<file path="src/rtl/xc_malu_pmul_seq_if.sv">
// Issue-side handshake bundle for the packed-multiply sequencer: operation
// request, synchronous flush and result return.
interface xc_malu_pmul_seq_if;
    logic        op_valid;
    logic        op_ready;
    logic [4:0]  op_pw;
    logic        op_high;
    logic [31:0] op_rs1;
    logic [31:0] op_rs2;
    logic        flush;
    logic        res_valid;
    logic        res_ready;
    logic [31:0] res_data;

    modport master (
        output op_valid, op_pw, op_high, op_rs1, op_rs2, flush, res_ready,
        input  op_ready, res_valid, res_data
    );

    modport slave (
        input  op_valid, op_pw, op_high, op_rs1, op_rs2, flush, res_ready,
        output op_ready, res_valid, res_data
    );
endinterface

</file>
<file path="src/rtl/xc_malu_pmul_seq.sv">
// Sequencer for the packed shift-add multiply: owns the counter, accumulator
// and argument registers and unpacks the low/high lane halves into the result.
module xc_malu_pmul_seq (
    input  logic                 g_clk,
    input  logic                 g_resetn,
    xc_malu_pmul_seq_if.slave    bus,
    output logic [31:0]          step_rs1,
    output logic [4:0]           step_pw,
    output logic [5:0]           step_counter,
    output logic [63:0]          step_accumulator,
    output logic [31:0]          step_argument,
    input  logic [63:0]          step_n_accumulator,
    input  logic [32:0]          step_n_argument,
    input  logic                 step_finished,
    output logic                 busy
);

    typedef enum logic [1:0] {
        S_IDLE = 2'd0,
        S_RUN  = 2'd1,
        S_DONE = 2'd2
    } state_t;

    state_t      state;
    state_t      state_nxt;
    logic        high_q;
    logic [31:0] res_q;
    logic [31:0] unpacked;
    logic        accept;
    logic        pw_ok;
    logic        unused_arg_msb;

    // The step block's carry-out of the argument shift is never needed.
    assign unused_arg_msb = step_n_argument[32];

    assign accept = bus.op_valid & bus.op_ready;
    // Only a single width select in bits 4:1 is runnable; anything else
    // short-circuits to a zero result.
    assign pw_ok  = ~bus.op_pw[0] & $onehot(bus.op_pw[4:1]);

    always_ff @(posedge g_clk or negedge g_resetn) begin
        if (!g_resetn) state <= S_IDLE;
        else           state <= state_nxt;
    end

    always_comb begin
        state_nxt = state;
        case (state)
            S_IDLE: if (bus.op_valid) state_nxt = pw_ok ? S_RUN : S_DONE;
            S_RUN: begin
                if (bus.flush)          state_nxt = S_IDLE;
                else if (step_finished) state_nxt = S_DONE;
            end
            S_DONE: if (bus.res_ready) state_nxt = S_IDLE;
            default: state_nxt = S_IDLE;
        endcase
    end

    always_comb begin
        bus.op_ready  = (state == S_IDLE);
        bus.res_valid = (state == S_DONE);
        busy          = (state != S_IDLE);
    end

    assign bus.res_data = res_q;

    // Lane W of the result comes from the matching 2W-bit accumulator lane.
    always_comb begin
        unpacked = '0;
        case (step_pw)
            5'b00010: for (int l = 0; l < 2; l++)
                unpacked[16*l +: 16] = high_q ? step_accumulator[32*l+16 +: 16]
                                              : step_accumulator[32*l    +: 16];
            5'b00100: for (int l = 0; l < 4; l++)
                unpacked[8*l +: 8]   = high_q ? step_accumulator[16*l+8 +: 8]
                                              : step_accumulator[16*l   +: 8];
            5'b01000: for (int l = 0; l < 8; l++)
                unpacked[4*l +: 4]   = high_q ? step_accumulator[8*l+4 +: 4]
                                              : step_accumulator[8*l   +: 4];
            5'b10000: for (int l = 0; l < 16; l++)
                unpacked[2*l +: 2]   = high_q ? step_accumulator[4*l+2 +: 2]
                                              : step_accumulator[4*l   +: 2];
            default: unpacked = '0;
        endcase
    end

    always_ff @(posedge g_clk or negedge g_resetn) begin
        if (!g_resetn) begin
            step_rs1         <= '0;
            step_pw          <= '0;
            step_counter     <= '0;
            step_accumulator <= '0;
            step_argument    <= '0;
            high_q           <= 1'b0;
            res_q            <= '0;
        end else if (accept) begin
            step_rs1         <= bus.op_rs1;
            step_pw          <= bus.op_pw;
            high_q           <= bus.op_high;
            step_accumulator <= '0;
            step_argument    <= bus.op_rs2;
            step_counter     <= '0;
            if (!pw_ok) res_q <= '0;
        end else if (state == S_RUN && !bus.flush) begin
            if (step_finished) begin
                res_q <= unpacked;
            end else begin
                step_accumulator <= step_n_accumulator;
                step_argument    <= step_n_argument[31:0];
                // Saturate so a stuck step block cannot alias the count.
                if (step_counter != 6'h3f) step_counter <= step_counter + 6'd1;
            end
        end
    end

endmodule

</file>
<file path="src/flat_wrapper.sv">
// flat-port wrapper written by rule: the top's interface ports become plain ports
module xc_malu_pmul_seq_flat 
  (g_clk, g_resetn, step_rs1, step_pw, step_counter, step_accumulator, step_argument, step_n_accumulator, step_n_argument, step_finished, busy, bus_op_valid, bus_op_pw, bus_op_high, bus_op_rs1, bus_op_rs2, bus_flush, bus_res_ready, bus_op_ready, bus_res_valid, bus_res_data);
  xc_malu_pmul_seq_if bus_i ();
  input  logic g_clk;
  input  logic g_resetn;
  output logic [31:0] step_rs1;
  output logic [4:0] step_pw;
  output logic [5:0] step_counter;
  output logic [63:0] step_accumulator;
  output logic [31:0] step_argument;
  input  logic [63:0] step_n_accumulator;
  input  logic [32:0] step_n_argument;
  input  logic step_finished;
  output logic busy;
  input wire logic [$bits(bus_i.op_valid)-1:0] bus_op_valid;
  input wire logic [$bits(bus_i.op_pw)-1:0] bus_op_pw;
  input wire logic [$bits(bus_i.op_high)-1:0] bus_op_high;
  input wire logic [$bits(bus_i.op_rs1)-1:0] bus_op_rs1;
  input wire logic [$bits(bus_i.op_rs2)-1:0] bus_op_rs2;
  input wire logic [$bits(bus_i.flush)-1:0] bus_flush;
  input wire logic [$bits(bus_i.res_ready)-1:0] bus_res_ready;
  output wire logic [$bits(bus_i.op_ready)-1:0] bus_op_ready;
  output wire logic [$bits(bus_i.res_valid)-1:0] bus_res_valid;
  output wire logic [$bits(bus_i.res_data)-1:0] bus_res_data;
  assign bus_i.op_valid = bus_op_valid;
  assign bus_i.op_pw = bus_op_pw;
  assign bus_i.op_high = bus_op_high;
  assign bus_i.op_rs1 = bus_op_rs1;
  assign bus_i.op_rs2 = bus_op_rs2;
  assign bus_i.flush = bus_flush;
  assign bus_i.res_ready = bus_res_ready;
  assign bus_op_ready = bus_i.op_ready;
  assign bus_res_valid = bus_i.res_valid;
  assign bus_res_data = bus_i.res_data;
  xc_malu_pmul_seq u_core (.g_clk(g_clk), .g_resetn(g_resetn), .bus(bus_i), .step_rs1(step_rs1), .step_pw(step_pw), .step_counter(step_counter), .step_accumulator(step_accumulator), .step_argument(step_argument), .step_n_accumulator(step_n_accumulator), .step_n_argument(step_n_argument), .step_finished(step_finished), .busy(busy));
endmodule
</file>
<file path="config.mk">
export PLATFORM = sky130hd
export DESIGN_NAME = xc_malu_pmul_seq_flat
export DESIGN_NICKNAME = d
export VERILOG_FILES = /design/src/rtl/xc_malu_pmul_seq_if.sv /design/src/rtl/xc_malu_pmul_seq.sv /design/src/flat_wrapper.sv
export SDC_FILE = /design/constraint.sdc
export NUM_CORES = 1
export LEC_CHECK = 0
export CAP_MARGIN = 5
export CORE_UTILIZATION = 43
export CTS_CLUSTER_SIZE = 40
export DETAILED_ROUTE_END_ITERATION = 7
export PLACE_DENSITY_LB_ADDON = 0.2
export SYNTH_ARGS = -nofsm -noshare
export SYNTH_HDL_FRONTEND = slang
export SYNTH_SLANG_ARGS = --single-unit
</file>
<file path="constraint.sdc">
create_clock -name g_clk -period 2.31 [get_ports g_clk]
set_input_delay 0.231 -clock g_clk [delete_from_list [all_inputs] [get_ports g_clk]]
set_output_delay 0.231 -clock g_clk [all_outputs]
set_load 0.02 [all_outputs]
</file>
Word level (Yosys, flattened, before mapping)
Cells that the tools add are included.
{ "word_totals": {"register_bits": 174, "inputBits": 173, "out_inout_bits": 174, "elab_cells": 90} }
{ "op_classes": {"add_sub_neg": 4, "eq_ne": 13, "mux": 51, "bitwise_logic": 3, "reduce_logical": 11} }
{ "op_table": {"columns": ["cell", "count"], "rows": [
  ["$mux W32", 7],
  ["$mux W64", 3],
  ["$pmux W32 S4", 1],
  ["$mux W2", 21],
  ["$mux W16", 2],
  ["$mux W4", 8],
  ["$mux W8", 4],
  ["$mux W6", 4],
  ["$reduce_and A3 Y1", 3],
  ["$reduce_bool A2 Y1", 4],
  ["$add A6 B1 Y6 const B", 1],
  ["$ne A2 B2 Y1 const B", 3],
  ["$ne A6 B6 Y1 const B", 1],
  ["$pmux W2 S3", 1],
  ["$eq A5 B2 Y1 const B", 1],
  ["$eq A5 B3 Y1 const B", 1],
  ["$eq A5 B4 Y1 const B", 1],
  ["$eq A5 B5 Y1 const B", 1],
  ["$add A1 B1 Y2", 2],
  ["$add A3 B3 Y3", 1],
  ["$eq A3 B1 Y1 const B", 1],
  ["$ne A3 B3 Y1 const B", 1],
  ["$and A1 B1 Y1", 2],
  ["$eq A2 B1 Y1 const B", 1],
  ["other kinds (7)", 7]
]} }

Logic depth before layout (Yosys ltp)
{ "depth": {"ltp_word": 7, "mapped_depth": 8, "ltp_nobuf": 7} }

Least setup slack after synthesis
Ideal clock, no wire load.
{ "synth_path": {"path_type": "input-to-reg", "startpoint": "input bus_op_pw[1]", "endpoint": "register u_core.res_q[2] (netlist: u_core.bus.res_data[2])", "setup_ns": 0.083, "arrival_time_ns": 2.461, "t_required_ns": 2.227, "setup_slack_ns": -0.234, "cell_stages": 8, "path_buffers": 1, "path_cell_list": "ha_1 ha_1 fa_1 or4b_2 a21boi_1 buf_2 a32oi_1 o21ai_0"} }
{ "synth_between": {"elab_chain_cells": 6} }
{ "synth_rtl": {"columns": ["item", "line", "text"], "rows": [
  ["start: declaration", "flat_wrapper.sv:17", "input wire logic [$bits(bus_i.op_pw)-1:0] bus_op_pw;"],
  ["$add A1 B1 Y2 (implied by the code)", "xc_malu_pmul_seq.sv:39", "assign pw_ok = ~bus.op_pw[0] & $onehot(bus.op_pw[4:1]);"],
  ["$add A3 B3 Y3 (implied by the code)", "xc_malu_pmul_seq.sv:39", null],
  ["$eq A3 B1 Y1", "xc_malu_pmul_seq.sv:39", null],
  ["$and A1 B1 Y1", "xc_malu_pmul_seq.sv:39", null],
  ["$ne A2 B2 Y1 (no line)", null, null],
  ["$reduce_and A3 Y1 (no line)", null, null],
  ["end signal: assignment", "xc_malu_pmul_seq.sv:106", "res_q <= unpacked;"],
  ["end: declaration", "xc_malu_pmul_seq.sv:27", "logic [31:0] res_q;"]
]} }
No other way between the ends.
A chain may end at the register's enable or synchronous reset.

Worst setup path after layout
{ "layout_path": {"startpoint": "input bus_op_pw[4]", "endpoint": "register u_core.res_q[3] (netlist: u_core.bus.res_data[3])"} }
The elaborated chain is that of the path after synthesis.

==> results.cfg <==
[logic_synthesis]
synthFlopType = dfrtp_1
ys_ff_latch = 174
synth.distinct_cells = 60
yosysSeqAreaShare = 0.531
syn-instance-count = 888
postSynthAreaPerCell_sq_um = 9.23
synth_fp_nets = 1066
yosysWarnings = 0
ys_async_sr_fraction = 1.00
synth_edf_count = 0
syn-cell-area_sq_um = 8200

[clock_tree]
clk-insertion-delay-late_ps = 430
ctsLongestPathBuffers = 2
cts_num_sinks = 174
cts.reportedPaths.clkPinSlew_ps = 80
cts_tree = yes
htree_levels = 4
cts.root.buffer_cell = clkbuf_16
cts_inserted_buffers = 17

[power_and_ir_drop]
cell_internal_pwr_mw = 6.89
leakage_nw = 5.69
switching_power_share_of_the_total = 0.375
clockPowerShare = 0.255
cellPowerDensity_nw_per_um2 = 861
power_switching_mw = 4.14
combinational_group_share_of_total_power = 0.389
total_power_mw = 11.0
seq_power_share = 0.355
ir_drop_mv = 0.639

[drt]
drt_first_pass_iters = 8
drt-initial-drc-count = 827
route.detailed.vias_per_inst = 5.60
wire_per_inst_um = 19.4
drc_errors = 0
detailed_route_wire_length_um = 28800
vias = 8292
final_antenna_net_count = 0

[floorplanning]
die-area_sq_um = 19600
die_h_um = 140
floorplan.initialDensity = 0.438
area_of_the_placeable_core_sq_um = 18700
floorplan.io_pins = 347
row_count = 50
die_w_um = 140

[placement]
dpl_cell_area_sq_um = 12100
detailed_place_hpwl_um = 20800
post-place-ws_ps = -535
placement.io_buffers = 345
gpl.final_weighted_congestion = 0.891

[run_status]
status = finished clean

[sta]
worst_pin_slew_ps = 868
fin_skew_ps = 12.9
final_period_minus_worst_setup_slack_ps = 2250
max_clock_freq_mhz = 445
timing.final.hold_violations = 0
report.final.slew_viol_count = 0
grt_setup_unrepaired = true
share_of_the_clock_period_used_by_the_worst_path = 0.973
hold-worst-slack_ps = 214
timing.slew.headroom = 0.416
setup_viol = 0
setup_slack_ps = 61.7

[global_routing]
grt_max_degree = 67
grtUsageTotal = 0.297
vias_in_the_first_global_route = 8205
first_pass_grt_wire_length_um = 45000
antenna_found_initial = 1
grt-ovfl-total = 0

[final_layout]
areaGrowthSynthToFinish_pct = 56.3
final_instance_area_sq_um = 12800
final_layout_size_suffix_gt1_frac = 0.0897
antenna-diode-count = 0
nFillCells = 1477
fin_nets = 1413

[worst_setup_path]
worstSetupStartpoint = bus_op_pw[4]
crit_path_end = u_core.bus.res_data[3]$_DFFE_PN0P_
cp-end-kind = register
setup.worst_path.class = primary input to register
crit_required_ps = 2670
cp-start-kind = primary input
reg2reg_to = u_core.bus.res_data[11]$_DFFE_PN0P_
reg2regPathDepth = 6
critical_path.reg2reg.startpoint = u_core.step_pw[1]$_DFFE_PN0P_
worstPathMaxFanout = 8
worst-r2r-setup-slack_ps = 130
worstPathArrival_ps = 2610

[job]
maxCapViolations = 0

[hold_path]
hp-class = primary input to register
area by class of cell:
type	count	area, sq um	share of cell area
clock buffer	17	425	0.0332
clock inverter	15	149	0.0116
inverter	5	18.8	0.00146
multi-input combinational	645	3600	0.281
sequential	174	4350	0.340
tap	234	293	0.0228
timing repair buffer	392	3970	0.310
worst min path at each step:
| stage | slack, ps | cells after the start | endpoint | from |
|---|---|---|---|---|
| after floorplan | -60 | 0 | u_core.bus.res_data[0]$_DFFE_PN0P_ | g_resetn |
| after global placement | 210 | 1 | u_core.step_accumulator[37]$_DFFE_PN0P_ | g_resetn |
| after detailed placement | 210 | 1 | u_core.step_accumulator[37]$_DFFE_PN0P_ | g_resetn |
| after CTS | 190 | 3 | u_core.step_pw[1]$_DFFE_PN0P_ | bus_op_pw[1] |
| after global routing | 220 | 3 | u_core.step_pw[4]$_DFFE_PN0P_ | bus_op_pw[4] |
| final | 210 | 3 | u_core.step_pw[1]$_DFFE_PN0P_ | bus_op_pw[1] |
logic make-up after synthesis:
family          Yosys count  synth area share
compound gates          182             0.167
xor+xnor                  6           0.00641
fa+ha+maj                 5           0.00855
buf+inv                  69            0.0365
flops                   174             0.531
mux                       7           0.00946
simple gates            445             0.241
worst max-delay path: stages:
cell           delay, ps
dlygate4sd2_1        250
ha_1                 300
ha_2                 190
fa_1                 420
or4b_4               520
a21boi_4             170
buf_6                150
buf_12               110
buf_16               120
a32oi_1               60
o21ai_1               80
metrics by stage:
| stage | utilization | cells | setup TNS (ps) |
|---|---|---|---|
| detailed placement | 0.648 | 1444 | -16790 |
| floorplan | - | 888 | 0 |
| global placement | 0.648 | 1444 | -15290 |
| finish | 0.685 | 1482 | 0 |
| global route | 0.685 | 1482 | -5.29 |
| CTS | 0.685 | 1482 | 0 |
state kept, by name, summed over array words and instances, names as in the netlist:
signal,cells
u_core.step_rs1,32
u_core.high_q,1
u_core.state,2
u_core.bus.res_data,32
u_core.step_accumulator,64
u_core.step_argument,32
u_core.step_pw,5
u_core.step_counter,6
timing repair:
| item | in CTS | in global routing |
|---|---|---|
| hold buffers | 1 | 0 |
| pin swaps | 6 | 2 |
| resized for setup | 8 | 1 |
| endpoints found under the setup margin | 33 | 16 |
| buffers inserted | 3 | 0 |
| gates cloned | 2 | 0 |
| hold endpoints to repair | 48 | 0 |
metal layers:
layer  up-vias  track usage  wire length (um)
met2       431        0.492             14100
li1       3851            -                 -
met5         -            0                11
met4         2        0.134              1100
met3        89       0.0862              2330
met1      3919        0.360             11200
cells in the mapped netlist (all sizes together) (2+ instances only):
master	count	share of area
a22oi	27	0.025
buf	37	0.022
xor2	2	0.0021
a21oi	13	0.0079
inv	5	0.0023
a32o	7	0.0085
a211o	2	0.0021
o21a	2	0.0018
nor3	13	0.010
mux2	6	0.0082
a22o	31	0.033
nor4b	2	0.0021
o211ai	2	0.0018
nor2	75	0.035
clkbuf	27	0.012
o21ai	25	0.015
xnor2	4	0.0043
ha	4	0.0061
nand2b	8	0.0061
a21boi	2	0.0018
a221oi	8	0.0085
nand3	70	0.043
a32oi	12	0.013
dfrtp	174	0.53
a2111oi	3	0.0047
nor3b	2	0.0032
or2	3	0.0023
a222oi	10	0.012
o22ai	32	0.024
or3	3	0.0029
nor4	3	0.0049
or4b	6	0.0073
nand2	250	0.11
a31oi	3	0.0041
nand3b	4	0.0037
cell usage in the layout, fill, tap and decap left out, types with 4 or more instances in the layout:
cell,instances
buf_4,33
or4b_1,4
o21ai_1,6
inv_6,4
inv_1,5
a21oi_1,13
a22oi_1,27
a32o_1,7
clkinv_4,4
a32oi_1,12
a221oi_1,8
nand2_1,249
a22o_1,31
clkbuf_16,17
nor3_1,9
nand2b_1,8
nor2_1,72
buf_12,10
dlygate4sd2_1,4
dfrtp_1,174
clkdlybuf4s50_1,340
o22ai_1,32
o21ai_0,19
mux2_2,6
nand3b_1,4
nand3_1,70
a222oi_1,10
power groups by stage:
stage | logic, mW | registers, mW | clock network (mW)
3_5_place_dp | 4.17 | 3.97 | 0
5_1_grt | 4.56 | 3.99 | 2.99
2_1_floorplan | 1.49 | 4.50 | 0
4_1_cts | 4.27 | 3.92 | 2.86
3_3_place_gp | 4.14 | 3.95 | 0
6_report | 4.29 | 3.92 | 2.82
(Power assumes the default switching activity.)
